[src/rtl/scpad_pkg.sv]
// Shared scratchpad types: request payload and the scheduler's FIFO entry format.
package scpad_pkg;

  localparam int SCPAD_ID_WIDTH = 2;

  // scpad_id sits in the MSBs so routing can slice it off the flat vector.
  typedef struct packed {
    logic [SCPAD_ID_WIDTH-1:0] scpad_id;
    logic                      write;
    logic [9:0]                addr;
    logic [15:0]               wdata;
  } req_t;

  localparam int REQ_WIDTH = $bits(req_t);

  typedef struct packed {
    logic src;
    req_t req;
  } sched_entry_t;

  localparam logic SCHED_SRC_BE = 1'b0;
  localparam logic SCHED_SRC_FE = 1'b1;

endpackage

[src/rtl/scpad_sched_fifo.sv]
// Generic DEPTH-entry synchronous FIFO of scheduler entries with flush.
module scpad_sched_fifo
  import scpad_pkg::*;
#(
  parameter int DEPTH = 2,
  localparam int CW   = $clog2(DEPTH + 1)
) (
  input  logic          clk,
  input  logic          n_rst,
  input  logic          push,
  input  sched_entry_t  push_data,
  input  logic          pop,
  input  logic          flush,
  output sched_entry_t  head,
  output logic          full,
  output logic          empty,
  output logic [CW-1:0] count
);

  localparam int PW = $clog2(DEPTH);

  sched_entry_t  mem [DEPTH];
  logic [PW-1:0] wr_ptr;
  logic [PW-1:0] rd_ptr;
  logic          do_push;
  logic          do_pop;

  assign empty   = (count == '0);
  assign full    = (count == CW'(DEPTH));
  assign do_pop  = pop && !empty;
  assign do_push = push && (!full || do_pop);

  // NOTE: state uses non-blocking assignments so every update sees pre-edge values.
  always_ff @(posedge clk or negedge n_rst) begin
    if (!n_rst) begin
      wr_ptr <= '0;
      rd_ptr <= '0;
      count  <= '0;
    end else if (flush) begin
      wr_ptr <= '0;
      rd_ptr <= '0;
      count  <= '0;
    end else begin
      if (do_push) wr_ptr <= wr_ptr + PW'(1);
      if (do_pop)  rd_ptr <= rd_ptr + PW'(1);
      case ({do_push, do_pop})
        2'b10:   count <= count + CW'(1);
        2'b01:   count <= count - CW'(1);
        default: count <= count;
      endcase
    end
  end

  // NOTE: storage is not reset; the head is masked to zero while empty instead.
  always_ff @(posedge clk) begin
    if (do_push && !flush) mem[wr_ptr] <= push_data;
  end

  assign head = empty ? '0 : mem[rd_ptr];

endmodule

[src/rtl/scpad_req_sched.sv]
// Per-scratchpad BE/FE request scheduler: BE-priority arbitration with FE
// anti-starvation, feeding a small valid/ready output FIFO.
module scpad_req_sched
  import scpad_pkg::*;
#(
  parameter logic [SCPAD_ID_WIDTH-1:0] IDX        = '0,
  parameter int                        DEPTH      = 2,
  parameter int                        STARVE_MAX = 4
) (
  input  logic                             clk,
  input  logic                             n_rst,
  input  logic                             be_req_valid,
  input  logic [REQ_WIDTH-1:0]             be_req,
  input  logic                             fe_req_valid,
  input  logic [REQ_WIDTH-1:0]             fe_req,
  input  logic                             w_stall,
  input  logic                             r_stall,
  input  logic                             flush,
  output logic                             be_stall,
  output logic                             fe_stall,
  output logic                             out_valid,
  output logic [REQ_WIDTH-1:0]             out_req,
  output logic                             out_src,
  input  logic                             out_ready,
  output logic [$clog2(STARVE_MAX+1)-1:0]  starve_cnt
);

  localparam int SW  = $clog2(STARVE_MAX + 1);
  localparam int FCW = $clog2(DEPTH + 1);

  logic           pop;
  logic           can_grant;
  logic           force_fe;
  logic           grant_be;
  logic           grant_fe;
  logic           fifo_full;
  logic           fifo_empty;
  logic [FCW-1:0] fifo_count;
  sched_entry_t   push_entry;
  sched_entry_t   head;

  assign pop = out_valid && out_ready;

  // NOTE: every always_comb output gets a default first so no latch is inferred.
  always_comb begin
    can_grant  = 1'b0;
    force_fe   = 1'b0;
    grant_fe   = 1'b0;
    grant_be   = 1'b0;
    push_entry = '0;
    // Gating on n_rst keeps both stalls high while reset is held.
    can_grant  = n_rst && (!fifo_full || pop) && !w_stall && !r_stall && !flush;
    force_fe   = (starve_cnt == SW'(STARVE_MAX));
    grant_fe   = can_grant && fe_req_valid && (!be_req_valid || force_fe);
    grant_be   = can_grant && be_req_valid && !grant_fe;
    if (grant_fe) begin
      push_entry.src = SCHED_SRC_FE;
      push_entry.req = fe_req;
    end else begin
      push_entry.src = SCHED_SRC_BE;
      push_entry.req = be_req;
    end
  end

  assign be_stall = !grant_be;
  assign fe_stall = !grant_fe;

  scpad_sched_fifo #(.DEPTH(DEPTH)) u_fifo (
    .clk       (clk),
    .n_rst     (n_rst),
    .push      (grant_be || grant_fe),
    .push_data (push_entry),
    .pop       (pop),
    .flush     (flush),
    .head      (head),
    .full      (fifo_full),
    .empty     (fifo_empty),
    .count     (fifo_count)
  );

  assign out_valid = !fifo_empty;
  assign out_req   = head.req;
  assign out_src   = head.src;

  // Saturates at STARVE_MAX and stays there until FE actually wins.
  always_ff @(posedge clk or negedge n_rst) begin
    if (!n_rst) begin
      starve_cnt <= '0;
    end else if (flush || grant_fe) begin
      starve_cnt <= '0;
    end else if (grant_be && fe_req_valid && !force_fe) begin
      starve_cnt <= starve_cnt + SW'(1);
    end
  end

  // Requests steered to this instance must target its own scratchpad.
  a_be_idx: assert property (@(posedge clk) disable iff (!n_rst)
    grant_be |-> (be_req[REQ_WIDTH-1 -: SCPAD_ID_WIDTH] == IDX));
  a_fe_idx: assert property (@(posedge clk) disable iff (!n_rst)
    grant_fe |-> (fe_req[REQ_WIDTH-1 -: SCPAD_ID_WIDTH] == IDX));
  a_count:  assert property (@(posedge clk) disable iff (!n_rst)
    fifo_count <= FCW'(DEPTH));

endmodule

[config.mk]
export PLATFORM = sky130hd
export DESIGN_NAME = scpad_req_sched
export DESIGN_NICKNAME = d
export VERILOG_FILES = /design/src/rtl/scpad_pkg.sv /design/src/rtl/scpad_sched_fifo.sv /design/src/rtl/scpad_req_sched.sv
export SDC_FILE = /design/constraint.sdc
export NUM_CORES = 1
export LEC_CHECK = 0
export BUFFER_PORTS_ARGS = -buffer_cell sky130_fd_sc_hd__buf_2
export CORE_UTILIZATION = 54
export CTS_CLUSTER_SIZE = 40
export DETAILED_ROUTE_END_ITERATION = 12
export GPL_TIMING_DRIVEN = 0
export PLACE_DENSITY = 0.86
export SLEW_MARGIN = 25
export SYNTH_ARGS = -nofsm -noshare
export SYNTH_HDL_FRONTEND = slang
export SYNTH_SLANG_ARGS = --single-unit
export TNS_END_PERCENT = 100
[constraint.sdc]
create_clock -name clk -period 7.95 [get_ports clk]
set_input_delay 0.3975 -clock clk [delete_from_list [all_inputs] [get_ports clk]]
set_output_delay 0.3975 -clock clk [all_outputs]
set_load 0.05 [all_outputs]
# Word-level counts from Yosys, hierarchy flattened

Memory sizes are Yosys's and may differ from the RTL's.
Cells that the tools add are included.
Widths: inputs -> output; s select.

Input port bits: 66
Bits in writable memories: 60
Word-level logic and storage cells: 59
Output and inout port bits: 36
Bits in registers: 7
Memories kept: 1

Mux-type cells: 12
Eq/ne operators: 4
Add/subtract/negate cells: 5
Reduce and logical (&&, ||, !) cells: 33

Memories:

| name       | depth | bits a word | rd ports | clocked after Yosys merged registers in | write ports | line                   | text |
|---|---|---|---|---|---|---|---|
| u_fifo.mem | 2     | 30          | 1        | 0                                       | 1           | scpad_sched_fifo.sv:22 | `sched_entry_t mem [DEPTH];` |

Operators by type and width:

| operator            | count |
|---|---|
| $mux 30             | 2 |
| $logic_and 1x1->1   | 14 |
| $logic_not 1->1     | 9 |
| $mux 1              | 6 |
| $mux 3              | 2 |
| $reduce_bool 2->1   | 3 |
| $logic_or 1x1->1    | 5 |
| $eq 2x2->1 const B  | 2 |
| $pmux 2 s2          | 1 |
| $add 3x1->3 const B | 1 |
| $eq 3x3->1 const B  | 1 |
| $reduce_bool 3->1   | 1 |
| $add 1x1->1 const B | 2 |
| $add 2x1->2 const B | 1 |
| $eq 2x1->1 const B  | 1 |
| $logic_not 2->1     | 1 |
| $mux 2              | 1 |
| $sub 2x1->2 const B | 1 |

# Longest topological paths before layout

Depth in word-level cells: 17
Mapped depth: 6
Mapped depth without buffers: 5

# Cells and area by module

A second synthesis with hierarchy kept.

Cell total of the unflattened synthesis: 220
Area total of the unflattened synthesis: 3,286.9 µm²

Modules (own cells, without submodules):

| module           | area an instance (µm²) | sequential area each (µm²) | instances | cells each |
|---|---|---|---|---|
| scpad_sched_fifo | 2,504.9                | 1,901.8                    | 1         | 154 |
| scpad_req_sched  | 782.0                  | 75.1                       | 1         | 66 |

# Least setup slack after synthesis

OpenSTA, ideal clock, no wires.

Kind: input-to-reg
From: input port w_stall
To: memory u_fifo.mem[0][0] (netlist bit) (enable)
Required time: 7,513 ps
Arrival: 2,859 ps
Path buffers: 1
Library setup time: 437 ps
Setup slack: 4,654 ps
Stages: 3
Path through: or4b_1 buf_2 nor4_2

Longest elaborated chain between the ends: 13
Elaborated cells between the ends (all ways): 14
Those cells by class: 2 x mux; 12 x reduce/logical

Ends and longest elaborated chain:

| element                             | line                   | text |
|---|---|---|
| start: declaration                  | scpad_req_sched.sv:16  | `input logic w_stall,` |
| $logic_not 1->1 (*)                 | scpad_req_sched.sv:52  | `can_grant = n_rst && (!fifo_full \|\| pop) && !w_stall && !r_stall && !flush;` |
| $logic_and 1x1->1 (*) (3 in series) | scpad_req_sched.sv:52  |  |
| $logic_and 1x1->1 (2 in series)     | scpad_req_sched.sv:54  | `grant_fe = can_grant && fe_req_valid && (!be_req_valid \|\| force_fe);` |
| $logic_not 1->1                     | scpad_req_sched.sv:55  | `grant_be = can_grant && be_req_valid && !grant_fe;` |
| $logic_and 1x1->1                   | scpad_req_sched.sv:55  |  |
| $logic_or 1x1->1 (*)                | scpad_req_sched.sv:71  | `.push (grant_be \|\| grant_fe),` |
| $logic_and 1x1->1 (*)               | scpad_sched_fifo.sv:31 | `assign do_push = push && (!full \|\| do_pop);` |
| $logic_and 1x1->1 (*)               | scpad_sched_fifo.sv:56 | `if (do_push && !flush) mem[wr_ptr] <= push_data;` |
| $mux 1 (*)                          | scpad_sched_fifo.sv:56 |  |
| $mux 1 (not written as such) (*)    | scpad_sched_fifo.sv:56 |  |
| end: declaration                    | scpad_sched_fifo.sv:22 |  |

Mark *: on every way between the ends. The rest lies on a longest branch, timed or not.

# Final worst setup path

From: input port n_rst
To: memory u_fifo.mem[1][27] (netlist bit) (enable)

Longest elaborated chain between the ends: 13
Elaborated cells between the ends (all ways): 14
Those cells by class: 2 x mux; 12 x reduce/logical

Ends and longest elaborated chain:

| element                             | line                   | text |
|---|---|---|
| start: declaration                  | scpad_req_sched.sv:11  | `input logic n_rst,` |
| $logic_and 1x1->1 (*) (4 in series) | scpad_req_sched.sv:52  |  |
| $logic_and 1x1->1 (2 in series)     | scpad_req_sched.sv:54  |  |
| $logic_not 1->1                     | scpad_req_sched.sv:55  |  |
| $logic_and 1x1->1                   | scpad_req_sched.sv:55  |  |
| $logic_or 1x1->1 (*)                | scpad_req_sched.sv:71  |  |
| $logic_and 1x1->1 (*)               | scpad_sched_fifo.sv:31 |  |
| $logic_and 1x1->1 (*)               | scpad_sched_fifo.sv:56 |  |
| $mux 1 (*)                          | scpad_sched_fifo.sv:56 |  |
| $mux 1 (not written as such) (*)    | scpad_sched_fifo.sv:56 |  |

Marked as above.

==> impl_summary.log <==
INFO  metric status = finished clean
INFO  metric timing.critical_path.fanout_max = 30
INFO  metric mappedNetlistArea = 3138 um2
INFO  metric final_period_demand_of_the_worst_path = 2781 ps
INFO  metric placement.cell_area = 3769 um2
INFO  metric skew = 6.561 ps
INFO  metric synthDistinctLibCells = 36
INFO  metric timing.setup.critical_path_class = in2reg
INFO  metric p_total = ~0.7 mW
INFO  metric hold_ws = ~360 ps
INFO  metric design.portCount = 102
INFO  metric share_of_yosys_cell_area_claimed_by_the_top_area_cell_type = 0.5742
INFO  metric synthTopCellsByArea = edfxtp_1, mux2_1, mux2i_1, dfrtp_1, nor2_1
INFO  metric cap_violations = 0
INFO  metric maximum_single_stage_delay_on_the_critical_path = between 600 and 700 ps
INFO  metric clkSlewWorstSetupHoldPaths = 70 ps
INFO  metric chipWidth = 78.23 um
INFO  metric finalNetCount = 403
INFO  metric layout_cells_sized_above_1 = 0.3805
INFO  metric tritoncts = done
INFO  metric viasPerCell = 5.392
INFO  metric largest_net_degree_at_the_start_of_global_routing = 31
INFO  metric worst_r2r_path_depth = 5
INFO  metric postCtsSetupBuffers = 0
INFO  metric min_period_over_period = 0.3498
INFO  metric place.port_buffers = 100
INFO  metric num_rows = 27
INFO  metric critical_path_cell_count = 6
INFO  metric fin_setup_tns = 0 ps
INFO  metric cp.arrival = between 2000 and 3000 ps
INFO  metric maximum_buffer_depth_of_the_clock_tree = 2
INFO  metric slew_violations = 0
INFO  metric number_of_clock_buffers_inserted_by_tritoncts = 9
INFO  metric r2r_start = u_fifo.count[0]$_DFFE_PN0P_
INFO  metric relSlewSlack = 0.4993
INFO  metric num_vias = 2216
INFO  metric cts_repair_resize_count = 0
INFO  metric synthDominantAreaCellType = edfxtp_1
INFO  metric synth_sequential_area_ratio = 0.6300
INFO  metric cp.buffers_inverters = 3
INFO  metric ctsHtreeMaxLevel = 3
INFO  metric grt_pass1_vias = roughly 2.2k
INFO  metric clock_sink_count = 67
INFO  metric postRouteWirelength = around 6300 um
INFO  metric critPathCaptureType = flip-flop
INFO  metric path_cells = dlygate4sd3_1 -> buf_2 -> or4b_1 -> buf_2 -> nor3_1 -> and2_2
INFO  metric global_route_wire_length_before_repair = 10180 um
INFO  metric number_of_remaining_drc_errors = 0
INFO  metric pwr_density_cell = about 180 nW/um2
INFO  metric gp_routability_congestion = 0.8409
INFO  metric finalHoldViolCount = 0
INFO  metric route.antenna.remaining_nets = 0
INFO  metric yosys_warnings = 0
INFO  metric design.die.area = approximately 6100 um2
INFO  metric synth_top_flop_cell = edfxtp_1
INFO  metric maxClockFrequency = ~360 MHz
INFO  metric start_kind = primary input
INFO  metric delay_heaviest_family_cp = simple AND/OR/NAND/NOR gates
INFO  metric rsz0062_at_grt = no
INFO  metric dp_hpwl = about 4300 um
INFO  metric most_used_standard_cells_in_the_synthesized_netlist = edfxtp_1, nor2_1, mux2i_1, mux2_1
INFO  metric ctsHoldBuffers = 1
INFO  metric critical_path.startpoint = n_rst
INFO  metric timing_worst_slew_pin_value = 751.1 ps
INFO  metric synth-edff-count = 60
INFO  metric vdd.ir_drop.worst = roughly 0.14 mV
INFO  metric crit_slowest_cell = and2_2
INFO  metric hold_path_class = in2reg
INFO  metric synthesis.nets = ~290
INFO  metric clk_root_buffer_cell = clkbuf_8
INFO  metric avg_inst_size_synth = about 14 um2
INFO  metric cpMostUsedCell = buf_2
INFO  metric grt_antenna_before_repair = 0
INFO  metric worst_r2r_dst = u_fifo.mem[1][9]$_DFFE_PP_
INFO  metric filler_cell_count = between 400 and 500
INFO  metric drtIter0Drc = 55
INFO  metric global_route.usage.total = 0.2235
INFO  metric clock_latency = 330 ps
INFO  metric vertical_extent_of_the_die = 78.23 um
INFO  metric synth_cells = 220
INFO  metric antenna_cells = 0
INFO  metric ys_ff_latch = 67
INFO  metric drt_pass1_iterations = 4
INFO  metric coreArea = 5540 um2
INFO  metric finalSetupViolCount = 0
INFO  metric finalInstanceArea = about 4000 um2
INFO  metric detail_route.wl_per_cell = 15.45 um
INFO  metric layout_area_growth_over_synthesis = 25.96%
INFO  metric floorplan.initialDensity = 0.5664
INFO  metric remaining_global_route_overflow = 0
INFO  metric critPathRequiredTime = 7910 ps
INFO  metric timing.reg2reg.setup_slack = 5750 ps
INFO  metric critPathCapture = u_fifo.mem[1][27]$_DFFE_PP_
INFO  metric power.leakage = 1.593 nW
INFO  metric asyncSetResetFlopFracSynth = 0.1045
INFO  metric most_used_standard_cell_by_instance_count_after_synthesis = edfxtp_1
## metal layers
layer	global-route usage	up-vias	wire (um)
li1	-	1042	-
met2	0.3789	90	3256
met1	0.2648	1074	2610
met5	0	-	0
met4	0.1148	0	111
met3	0.05349	10	371
## cells in the final DEF (no fill, tap or decap), types with 5 or more instances in the layout
cell type  netlist  final
clkbuf_1         7      9
buf_2            4    104
nor2_1          35     35
edfxtp_1        60     60
dfrtp_1          7      7
mux2_1          28     28
clkbuf_8         0      9
nand2_1          5      5
mux2i_1         31     31
## power breakdown
part | internal, mW | total (mW) | switching (mW)
logic | 0.0233 | 0.0512 | 0.0280
clock network | 0.141 | 0.259 | 0.118
registers | 0.388 | 0.389 | 0.00115
total | 0.552 | 0.699 | 0.147
## sequential cells by signal, summed over array words and instances, names as in the netlist
register       flops
u_fifo.rd_ptr      1
u_fifo.count       2
starve_cnt         3
u_fifo.wr_ptr      1
u_fifo.mem        60
## final cells by class
class | count | area [um2] | share of cell area
Sequential cell | 67 | 1977 | 0.5002
Multi-Input combinational cell | 135 | 1087 | 0.2751
Timing Repair Buffer | 104 | 540.5 | 0.1368
Clock buffer | 11 | 131.4 | 0.03324
Tap cell | 72 | 90.09 | 0.02279
Buffer | 14 | 68.82 | 0.01741
Clock inverter | 4 | 42.54 | 0.01076
Inverter | 4 | 15.01 | 0.003799
## worst reg2reg max path: stages, from the launching register on
cell      delay, ps
dfrtp_1         360
clkbuf_1        200
or3b_1          470
nand4_1         230
buf_4           270
mux2_1          390
## cells by family after synthesis
family	count (synthesis)	share of synthesized area
xor gates and xnor gates	1	0.002792
DFF	67	0.6300
buffers and inverters	18	0.02671
and+or+nand+nor	61	0.1001
adders and majority gates	2	0.007973
muxes	61	0.2065
AOI/OAI and AO/OA	10	0.02592
## stage by stage
stage | std cells | setup WS, ps | utilization
4_1_cts | 411 | 5144 | 0.7134
2_1_floorplan | 220 | 4654 | -
6_report | 411 | 5169 | 0.7134
3_3_place_gp | 392 | 3594 | 0.6730
5_1_grt | 411 | 5007 | 0.7134
3_5_place_dp | 395 | 5335 | 0.6802
## how the worst min path moves through the flow
stage	cells after the start	to	startpoint
floorplan	0	starve_cnt[0]$_DFFE_PN0P_	n_rst
global placement	1	starve_cnt[1]$_DFFE_PN0P_	n_rst
detailed placement	1	starve_cnt[1]$_DFFE_PN0P_	n_rst
CTS	3	starve_cnt[2]$_DFFE_PN0P_	be_req_valid
global route	2	u_fifo.mem[1][10]$_DFFE_PP_	fe_req[10]
finish	3	starve_cnt[2]$_DFFE_PN0P_	be_req_valid
No activity file was read; power rests on OpenSTA's default activity.
